$ cat src/rtl/i2c_pkg.sv
// ---------------------------------------------------------------------------
// i2c_pkg
// Shared definitions for the I2C sensor poller and its helpers:
//   - poll_state_t   : sequencer states
//   - retry_target_t : which command a GAP period leads back to
//   - default device / register constants for the temperature sensor
//   - cmd_len encodings handed to the I2C master
//   - retry_inc      : saturating increment for the 4-bit retry counter
// ---------------------------------------------------------------------------
package i2c_pkg;

  typedef enum logic [2:0] {
    IDLE      = 3'd0,
    ID_REQ    = 3'd1,
    ID_WAIT   = 3'd2,
    GAP       = 3'd3,
    TEMP_REQ  = 3'd4,
    TEMP_WAIT = 3'd5,
    FAULT     = 3'd6
  } poll_state_t;

  typedef enum logic {
    TARGET_ID   = 1'b0,
    TARGET_TEMP = 1'b1
  } retry_target_t;

  localparam logic [6:0] DEFAULT_DEV_ADDR = 7'h4B;
  localparam logic [7:0] DEFAULT_ID_REG   = 8'h0B;
  localparam logic [7:0] DEFAULT_TEMP_REG = 8'h00;
  localparam logic [7:0] DEFAULT_EXP_ID   = 8'hCB;

  localparam logic [1:0] CMD_LEN_NONE = 2'd0;
  localparam logic [1:0] CMD_LEN_ONE  = 2'd1;
  localparam logic [1:0] CMD_LEN_TWO  = 2'd2;

  // Counter sticks at all-ones so a long NACK streak can never wrap back
  // below the retry limit.
  function automatic logic [3:0] retry_inc(input logic [3:0] count);
    return (count == 4'hF) ? count : count + 4'd1;
  endfunction

endpackage

$ cat src/rtl/i2c_interval_timer.sv
// ---------------------------------------------------------------------------
// i2c_interval_timer
// Loadable down-counter that paces the poller's GAP state.
// Ports:
//   clk   in  : system clock
//   rst_n in  : asynchronous active-low reset
//   load  in  : (re)start the interval, counter takes POLL_CYCLES-1
//   tc    out : one-cycle terminal-count pulse, POLL_CYCLES cycles after load
// ---------------------------------------------------------------------------
module i2c_interval_timer #(
  parameter int unsigned POLL_CYCLES = 1000000
) (
  input  logic clk,
  input  logic rst_n,
  input  logic load,
  output logic tc
);

  localparam int unsigned CNT_W = $clog2(POLL_CYCLES);
  localparam logic [CNT_W-1:0] LOAD_VAL = CNT_W'(POLL_CYCLES - 1);

  logic [CNT_W-1:0] count_q;
  logic             active_q;

  // The active flag keeps tc a single pulse: once the count reaches zero the
  // timer idles until the next load instead of reporting zero forever.
  always_ff @(posedge clk or negedge rst_n) begin
    if (!rst_n) begin
      count_q  <= '0;
      active_q <= 1'b0;
    end else if (load) begin
      count_q  <= LOAD_VAL;
      active_q <= 1'b1;
    end else if (active_q) begin
      if (count_q == '0) begin
        active_q <= 1'b0;
      end else begin
        count_q <= count_q - CNT_W'(1);
      end
    end
  end

  assign tc = active_q && (count_q == '0);

endmodule

$ cat src/rtl/i2c_sensor_poller.sv
// ---------------------------------------------------------------------------
// i2c_sensor_poller
// Command-level sequencer in front of an I2C master. After enable it reads
// the sensor ID register once and checks it, then polls the two-byte
// temperature register every POLL_CYCLES clocks, retrying on NACK.
// Ports:
//   clk, rst_n          : clock, asynchronous active-low reset
//   enable              : run the polling sequence while high
//   cmd_valid/cmd_ready : command handshake towards the I2C master
//   cmd_dev_addr        : 7-bit device address of the command
//   cmd_reg_addr        : register pointer written before the repeated start
//   cmd_len             : bytes to read (1 or 2)
//   rsp_valid/rsp_nack  : transaction-finished pulse and its NACK qualifier
//   rsp_data            : read data, first byte in [15:8]
//   temp_raw/temp_valid : last good temperature word and its update strobe
//   id_ok               : ID check passed since enable
//   busy                : a command is outstanding (REQ or WAIT state)
//   fault               : sticky fault, cleared by dropping enable
// ---------------------------------------------------------------------------
module i2c_sensor_poller
  import i2c_pkg::*;
#(
  parameter logic [6:0]  DEV_ADDR    = DEFAULT_DEV_ADDR,
  parameter logic [7:0]  ID_REG      = DEFAULT_ID_REG,
  parameter logic [7:0]  TEMP_REG    = DEFAULT_TEMP_REG,
  parameter logic [7:0]  EXP_ID      = DEFAULT_EXP_ID,
  parameter int unsigned POLL_CYCLES = 1000000,
  parameter int unsigned MAX_RETRY   = 3
) (
  input  logic        clk,
  input  logic        rst_n,
  input  logic        enable,
  output logic        cmd_valid,
  input  logic        cmd_ready,
  output logic [6:0]  cmd_dev_addr,
  output logic [7:0]  cmd_reg_addr,
  output logic [1:0]  cmd_len,
  input  logic        rsp_valid,
  input  logic        rsp_nack,
  input  logic [15:0] rsp_data,
  output logic [15:0] temp_raw,
  output logic        temp_valid,
  output logic        id_ok,
  output logic        busy,
  output logic        fault
);

  localparam logic [3:0] MAX_RETRY_CNT = 4'(MAX_RETRY);

  poll_state_t   state_q, state_d;
  retry_target_t target_q, target_d;
  logic [3:0]    retry_q, retry_d;
  logic [3:0]    retry_bumped;
  logic          retry_exhausted;
  logic          cmd_fire;
  logic          id_match;
  logic          gap_load;
  logic          gap_tc;

  logic          cmd_valid_d;
  logic [6:0]    cmd_dev_addr_d;
  logic [7:0]    cmd_reg_addr_d;
  logic [1:0]    cmd_len_d;
  logic [15:0]   temp_raw_d;
  logic          temp_valid_d;
  logic          id_ok_d;

  assign cmd_fire        = cmd_valid && cmd_ready;
  assign id_match        = (rsp_data[15:8] == EXP_ID);
  assign retry_bumped    = retry_inc(retry_q);
  assign retry_exhausted = (retry_bumped >= MAX_RETRY_CNT);

  // Spacing between polls and between retries; loaded as GAP is entered.
  i2c_interval_timer #(
    .POLL_CYCLES(POLL_CYCLES)
  ) u_gap_timer (
    .clk  (clk),
    .rst_n(rst_n),
    .load (gap_load),
    .tc   (gap_tc)
  );

  // State register.
  always_ff @(posedge clk or negedge rst_n) begin
    if (!rst_n) begin
      state_q <= IDLE;
    end else begin
      state_q <= state_d;
    end
  end

  // Next-state logic. Once a command has been issued it always runs to its
  // response, so enable is only looked at in IDLE, GAP and FAULT, and again
  // when the response arrives to decide between IDLE and the next state.
  always_comb begin
    state_d = state_q;
    case (state_q)
      IDLE: begin
        if (enable) state_d = ID_REQ;
      end
      ID_REQ: begin
        if (cmd_fire) state_d = ID_WAIT;
      end
      ID_WAIT: begin
        if (rsp_valid) begin
          if (!enable)              state_d = IDLE;
          else if (rsp_nack)        state_d = retry_exhausted ? FAULT : GAP;
          else if (id_match)        state_d = TEMP_REQ;
          else                      state_d = FAULT;
        end
      end
      TEMP_REQ: begin
        if (cmd_fire) state_d = TEMP_WAIT;
      end
      TEMP_WAIT: begin
        if (rsp_valid) begin
          if (!enable)              state_d = IDLE;
          else if (rsp_nack)        state_d = retry_exhausted ? FAULT : GAP;
          else                      state_d = GAP;
        end
      end
      GAP: begin
        if (!enable)                state_d = IDLE;
        else if (gap_tc)            state_d = (target_q == TARGET_ID) ? ID_REQ : TEMP_REQ;
      end
      FAULT: begin
        if (!enable) state_d = IDLE;
      end
      default: state_d = IDLE;
    endcase
  end

  // Output logic: combinational status flags plus the next values of the
  // registered command, temperature and bookkeeping outputs. cmd_valid is
  // requested for every REQ cycle except the handshake cycle, so it rises one
  // cycle after entering REQ and is low right after the accepting edge. The
  // command fields are rewritten with the same constant on every REQ cycle,
  // which keeps them stable while cmd_valid is high.
  always_comb begin
    busy           = 1'b0;
    fault          = 1'b0;
    gap_load       = (state_d == GAP) && (state_q != GAP);
    retry_d        = retry_q;
    target_d       = target_q;
    cmd_valid_d    = 1'b0;
    cmd_dev_addr_d = cmd_dev_addr;
    cmd_reg_addr_d = cmd_reg_addr;
    cmd_len_d      = cmd_len;
    temp_raw_d     = temp_raw;
    temp_valid_d   = 1'b0;
    id_ok_d        = id_ok;

    case (state_q)
      IDLE: begin
        retry_d = 4'd0;
      end
      ID_REQ: begin
        busy           = 1'b1;
        cmd_valid_d    = !cmd_fire;
        cmd_dev_addr_d = DEV_ADDR;
        cmd_reg_addr_d = ID_REG;
        cmd_len_d      = CMD_LEN_ONE;
      end
      ID_WAIT: begin
        busy = 1'b1;
        if (rsp_valid) begin
          if (rsp_nack) begin
            retry_d  = retry_bumped;
            target_d = TARGET_ID;
          end else if (id_match) begin
            id_ok_d = 1'b1;
            retry_d = 4'd0;
          end
        end
      end
      TEMP_REQ: begin
        busy           = 1'b1;
        cmd_valid_d    = !cmd_fire;
        cmd_dev_addr_d = DEV_ADDR;
        cmd_reg_addr_d = TEMP_REG;
        cmd_len_d      = CMD_LEN_TWO;
      end
      TEMP_WAIT: begin
        busy = 1'b1;
        if (rsp_valid) begin
          target_d = TARGET_TEMP;
          if (rsp_nack) begin
            retry_d = retry_bumped;
          end else begin
            temp_raw_d   = rsp_data;
            temp_valid_d = 1'b1;
            retry_d      = 4'd0;
          end
        end
      end
      FAULT: begin
        fault = 1'b1;
      end
      default: begin
        busy = 1'b0;
      end
    endcase

    // Every return to IDLE drops the ID qualification, including a stop
    // requested while a command was still in flight.
    if (state_d == IDLE) id_ok_d = 1'b0;
  end

  // Registered outputs and retry bookkeeping.
  always_ff @(posedge clk or negedge rst_n) begin
    if (!rst_n) begin
      cmd_valid    <= 1'b0;
      cmd_dev_addr <= 7'd0;
      cmd_reg_addr <= 8'd0;
      cmd_len      <= CMD_LEN_NONE;
      temp_raw     <= 16'd0;
      temp_valid   <= 1'b0;
      id_ok        <= 1'b0;
      retry_q      <= 4'd0;
      target_q     <= TARGET_ID;
    end else begin
      cmd_valid    <= cmd_valid_d;
      cmd_dev_addr <= cmd_dev_addr_d;
      cmd_reg_addr <= cmd_reg_addr_d;
      cmd_len      <= cmd_len_d;
      temp_raw     <= temp_raw_d;
      temp_valid   <= temp_valid_d;
      id_ok        <= id_ok_d;
      retry_q      <= retry_d;
      target_q     <= target_d;
    end
  end

endmodule
$ cat config.mk
export PLATFORM = sky130hd
export DESIGN_NAME = i2c_sensor_poller
export DESIGN_NICKNAME = d
export VERILOG_FILES = /design/src/rtl/i2c_pkg.sv /design/src/rtl/i2c_interval_timer.sv /design/src/rtl/i2c_sensor_poller.sv
export SDC_FILE = /design/constraint.sdc
export NUM_CORES = 1
export LEC_CHECK = 0
export BUFFER_PORTS_ARGS = -buffer_cell sky130_fd_sc_hd__buf_2
export CORE_MARGIN = 2
export CORE_UTILIZATION = 23
export CTS_CLUSTER_DIAMETER = 200
export DETAILED_ROUTE_END_ITERATION = 8
export SLEW_MARGIN = 25
export SYNTH_ARGS = -nofsm -noshare
export SYNTH_HDL_FRONTEND = slang
export SYNTH_SLANG_ARGS = --single-unit
export TNS_END_PERCENT = 10
$ cat constraint.sdc
create_clock -name clk -period 2.55 [get_ports clk]
set_clock_uncertainty 0.05 [all_clocks]
set_input_delay 0.1275 -clock clk [delete_from_list [all_inputs] [get_ports clk]]
set_output_delay 0.1275 -clock clk [all_outputs]
set_load 0.02 [all_outputs]
Word level (Yosys, flattened, before mapping)
Index checks and enable logic that the tools add are counted.
{ "word_totals": {"register_bits": 59, "input_bits": 22, "out_inout_bits": 38, "elab_cells": 99} }
{ "op_classes": {"add_sub_neg": 2, "magnitude_cmp": 1, "n_eq_ne": 16, "n_mux": 46, "n_bitwise": 1, "n_reduce_logical": 21} }
{ "ops": {"columns": ["cell", "n"], "rows": [
  ["20-bit 2-to-1 mux", 3],
  ["3-bit 2-to-1 mux", 14],
  ["4-bit 2-to-1 mux", 6],
  ["3-bit one-hot mux with 7 select lines", 1],
  ["20-bit zero test", 1],
  ["20-bit by 1-bit subtractor with 20-bit output (second input constant)", 1],
  ["1-bit 2-to-1 mux", 17],
  ["8-bit one-hot mux with 2 select lines", 1],
  ["4-bit one-hot mux with 3 select lines", 1],
  ["4-bit AND reduction", 3],
  ["2-bit nonzero test", 6],
  ["3-bit by 2-bit == test with 1-bit output (second input constant)", 3],
  ["3-bit == test (second input constant)", 3],
  ["8-bit == test (second input constant)", 1],
  ["2-bit != test (second input constant)", 4],
  ["3-bit zero test", 2],
  ["4-bit by 1-bit adder with 4-bit output (second input constant)", 1],
  ["4-bit == test (second input constant)", 1],
  ["4-bit by 2-bit >= comparator with 1-bit output (second input constant)", 1],
  ["2-bit one-hot mux with 2 select lines", 1],
  ["4-bit OR reduction", 1],
  ["3-bit by 1-bit == test with 1-bit output (second input constant)", 1],
  ["1-bit logical AND", 3],
  ["3-bit by 2-bit != test with 1-bit output (second input constant)", 1],
  ["10 further kinds", 10]
]} }

Depth between registers and ports, before layout
{ "depth": {"word_depth": 12, "ltp_mapped": 9, "mapped_depth_nobuf": 8} }

Modules after synthesis
A second synthesis with hierarchy kept.
{ "unflattened": {"hier_cells": 285, "area_unflattened_um2": 2834.0} }
{ "modules_own_cells": {"columns": ["module", "n_inst", "cells_each", "area_per_inst_um2", "seq_area_each_um2"], "rows": [
  ["i2c_sensor_poller", 1, 153, 1584.0, 750.7],
  ["i2c_interval_timer", 1, 132, 1249.9, 525.5]
]} }

Worst setup path before layout
OpenSTA, ideal clock, no wires.
{ "synth_path": {"path_type": "register to register", "from": "register u_gap_timer.count_q[10]", "to": "register u_gap_timer.count_q[2]", "setup_time_ps": 131, "arrival_ps": 2512, "required_time_ps": 2369, "path_slack_ps": -144, "stages_incl_launch_ff": 8, "path_buffers": 1, "synth_period_minus_slack_ps": 2694, "path_cell_list": "dfrtp_1 > or4_4 > or4_4 > nor2_4 > a21oi_2 > o311a_1 > buf_6 > or3_1"} }
{ "synth_via": {"elab_chain_cells": 9, "elab_cells_between_ends": 11, "classes_between": "2 x eq/ne; 4 x mux; 5 x reduce/logical"} }
{ "synth_rtl": {"columns": ["element", "line", "text"], "rows": [
  ["from (decl)", "i2c_interval_timer.sv:22", "logic [CNT_W-1:0] count_q;"],
  ["from (signal assigned)", "i2c_interval_timer.sv:38", "count_q <= count_q - CNT_W'(1);"],
  ["20-bit zero test (*)", "i2c_interval_timer.sv:35, i2c_interval_timer.sv:43", null],
  ["1-bit logical AND", "i2c_interval_timer.sv:43", "assign tc = active_q && (count_q == '0);"],
  ["3-bit 2-to-1 mux", "i2c_sensor_poller.sv:124", "else if (gap_tc) state_d = (target_q == TARGET_ID) ? ID_REQ : TEMP_REQ;"],
  ["3-bit 2-to-1 mux", "i2c_sensor_poller.sv:123", "if (!enable) state_d = IDLE;"],
  ["3-bit one-hot mux with 7 select lines", "i2c_sensor_poller.sv:97", "case (state_q)"],
  ["3-bit by 2-bit == test with 1-bit output", "i2c_sensor_poller.sv:142", "gap_load = (state_d == GAP) && (state_q != GAP);"],
  ["1-bit logical AND", "i2c_sensor_poller.sv:142", null],
  ["2-bit != test (no source line) or 2-bit nonzero test (tied branches)", null, null],
  ["2-bit AND reduction (no source line)", null, null]
]} }
Every way passes the cells marked *; elsewhere a longest branch is shown, timed or not.
A chain may end at the register's enable or synchronous reset.

Final worst setup path
{ "layout_path": {"from": "register u_gap_timer.count_q[16]", "to": "register u_gap_timer.count_q[1]"} }
Same word-level chain as after synthesis.

==> impl_metrics.tcl <==
set metrics [dict create \
    io_pins 60 \
    clockRootBuffer "clkbuf_16" \
    final.period_utilization_pct 98.4 \
    avgSynthCellArea_um2 10.2 \
    rsz0062_at_grt "yes" \
    critPathMaxStageDelay_ns 0.54 \
    tightest_slew_ns 0.674 \
    place.gp.congestion 0.817 \
    drive_gt1_share_pct 31.2 \
    crit_top_cell "or4_4" \
    outcome "finished, final reports clean" \
    numCtsBuffers 5 \
    synth-seq-area-share_pct 47.6 \
    cp-start-kind "register" \
    worstHoldPathType "in2reg" \
    grt.overflow.total 0 \
    peakVddDrop_v 0.000329 \
    area_growth_syn_to_layout_pct 24.1 \
    synthFlopType "dfrtp_1" \
    endpoint_kind "register" \
    clkTransAtPathRegs_ns 0.07 \
    die_h_um 112 \
    yosys_warnings 0 \
    drc 0 \
    intPower_w 0.00200 \
    post_dp_cell_area_um2 3100 \
    finalHoldViolCount 0 \
    grt_pass1_wl_mm 9.75 \
    cp.arrival_ns 2.62 \
    setup_viol 0 \
    nets 351 \
    synthArstFlopShare_pct 100 \
    crit_slowest_cell "or4_4" \
    cap_violations 0 \
    core_area_um2 11400 \
    synth.cell_area_um2 2680 \
    synth_enable_flop_cells 0 \
    timing.rr.start "u_gap_timer.count_q[16]" \
    required_ns 2.66 \
    start_util_pct 23.5 \
    p_comb_share_pct 35.4 \
    dp_hpwl_mm 4.12 \
    holdPathStages 2 \
    drtIter0Drc 89 \
    via_per_inst 4.47 \
    setup_tns_ns 0 \
    diodes 0 \
    power_switching_w 0.00111 \
    grt_pass1_vias 2041 \
    antenna_found_initial 0 \
    cts_tree "built" \
    ys_types 52 \
    wirelength_mm 5.59 \
    portBuffers 51 \
    grtUsageTotal_pct 9.46 \
    hold_start "rsp_data[5]" \
    switching_share_pct 35.8 \
    leakage_nw 1.47 \
    ff2ff_path_depth 7 \
    final_area_um2 3330 \
    clk_latency_ns 0.29 \
    rows 39 \
    post_drt_wl_per_cell_um 11.9 \
    power_density_nw_per_um2 935 \
    final_max_slew_viol_count 0 \
    cts.htree.levels 2 \
    pwr-share-clk_pct 24.2 \
    drt-pass1-iter-count 4 \
    max-slew-margin-rel_pct 55.0 \
    path_cells "or4_4, or4_4, nor2_4, a21oi_2, o311ai_2, buf_4, o211ai_1" \
    ant_nets 0 \
    fin_crit_ns 2.51 \
    crit_start "u_gap_timer.count_q[16]" \
    die_area_um2 12500 \
    timing.fmax_mhz 399 \
    seqPwrFrac_pct 40.4 \
    cp_max_fo 6 \
    crit_type "reg2reg" \
    ctsLongestPathBuffers 2 \
    grt_max_degree 31 \
    syn-instance-count 264 \
    ys_seq_elements 51 \
    dieWidth_um 112 \
    via_count 2100 \
    cts.sinks 51 \
]
==> synth_stat cells, types with 2 or more instances <==
cell type  number  area share [%]
or4_4           2            0.84
xor2_1         11             3.6
ha_1            3             1.4
nand2_1        31             4.3
nand3_1         6             1.1
nor4bb_1        2            0.75
nand4_1         2            0.47
nor4_1          5             1.2
mux2_2         18             7.6
and4b_1         2            0.75
nand3b_1        3            0.84
or3_1           2            0.47
xnor2_1         8             2.6
nor3_1          3            0.56
o21bai_1        2            0.56
o21ai_0         8             1.5
nor2_1         23             3.2
nand2b_1        6             1.4
clkbuf_1        6            0.84
inv_1           4            0.56
or4_1           2            0.56
a211oi_1        2            0.56
nand4b_1        2            0.65
a21boi_0        3            0.84
nor3b_1         2            0.56
buf_4          14             3.9
a21oi_1        12             2.2
dfrtp_1        51              48
nor2b_1         5             1.2
o32a_1          2            0.75
==> flip-flops by register name, summed over array words and instances, names as in the netlist <==
| register | flops |
|---|---|
| cmd_valid | 1 |
| state_q | 3 |
| u_gap_timer.count_q | 20 |
| temp_raw | 16 |
| temp_valid | 1 |
| cmd_len | 2 |
| u_gap_timer.active_q | 1 |
| id_ok | 1 |
| cmd_dev_addr | 1 |
| retry_q | 4 |
| target_q | 1 |
==> cell families (layout without fill, tap and decap cells) <==
family	Yosys count	after routing	share of synthesized area (%)
DFF	51	51	47.6
muxes	18	18	7.56
other	1	8	0.140
AOI/OAI and AO/OA	42	42	10.5
adders and majority gates	3	3	1.40
xor gates and xnor gates	19	19	6.20
buffers and inverters	26	82	5.92
and+or+nand+nor	104	104	20.7
==> path summary, 6_finish.rpt <==
| kind | end | slack [ns] |
|---|---|---|
| worst min register to register | temp_raw[9] | 0.45 |
| worst max register to register | u_gap_timer.count_q[1] | 0.04 |
| min in group asynchronous | temp_raw[15] | 0.36 |
| worst min-delay path | temp_raw[5] | 0.02 |
| max in group asynchronous | cmd_dev_addr[0] | 1.46 |
| worst max-delay path | u_gap_timer.count_q[1] | 0.04 |
==> area by class of cell <==
class	instances	area [um^2]
multi-input cells	194	1290
repair buffers	70	400
well taps	143	179
clock inverters	3	43.8
inverters	4	15.0
flip-flops and latches	51	1280
clock buffers	5	125
fillers	1208	8090
==> timing repair <==
item	in CTS	in global routing
hold buffers	2	0
gates cloned	0	1
buffers inserted	1	3
setup endpoints to repair	1	4
endpoints found under the hold margin	29	0
pin swaps	1	4
resized for setup	0	3
==> placed cells by master (no fill, tap or decap), types with 2 or more instances in the layout <==
master         instances
o21bai_1               2
o21ai_0                8
nand3b_1               3
buf_4                 16
o32a_1                 2
conb_1                 8
dlygate4sd3_1          2
nor4_1                 5
nor4bb_1               2
xnor2_1                8
a211oi_1               2
a21oi_1               12
nand2b_1               6
nand4b_1               2
a21boi_0               3
nand4_1                2
or4_4                  3
buf_2                 52
inv_1                  4
clkbuf_16              5
ha_1                   3
nand3_1                6
and4b_1                2
mux2_2                18
xor2_1                11
nor3_1                 3
or3_1                  2
nand2_1               31
dfrtp_1               51
nor2b_1                5
nor2_1                23
==> metrics by stage <==
stage / util, % / setup WS [ns] / hold WS, ns / total power, W / cells
after floorplan: - / 0.00599 / -0.218 / 0.00202 / 271
after global placement: 27.1 / 0.0516 / 0.139 / 0.00232 / 455
after detailed placement: 27.1 / 0.00945 / 0.153 / 0.00235 / 455
after CTS: 28.9 / 0.00479 / 0.0138 / 0.00313 / 466
after global routing: 29.2 / -0.0512 / 0.0167 / 0.00334 / 470
final: 29.2 / 0.0409 / 0.0172 / 0.00311 / 470
==> metal layers <==
metal | wire length (um) | part of all wire (%) | track usage, %
met1 | 2700 | 48 | 12.8
met2 | 2570 | 46 | 14.7
met3 | 244 | 4.4 | 2.23
met4 | 76 | 1.4 | 3.74
met5 | 0 | 0 | 0
==> critical path, delay by kind of cell, from the launching register on <==
kind,cells,cell delay [ns]
compound gates,3,0.55
flops,1,0.38
buf+inv,1,0.22
simple gates,3,1.18
==> power groups by stage <==
| stage | sequential, W | clock, W | combinational [W] |
|---|---|---|---|
| 6_report | 0.00126 | 0.000753 | 0.00110 |
| 3_5_place_dp | 0.00128 | 0 | 0.00108 |
| 4_1_cts | 0.00126 | 0.000776 | 0.00110 |
| 5_1_grt | 0.00131 | 0.000809 | 0.00122 |
| 3_3_place_gp | 0.00126 | 0 | 0.00106 |
| 2_1_floorplan | 0.00134 | 0 | 0.000676 |
Power figures use the tool's default switching activity.
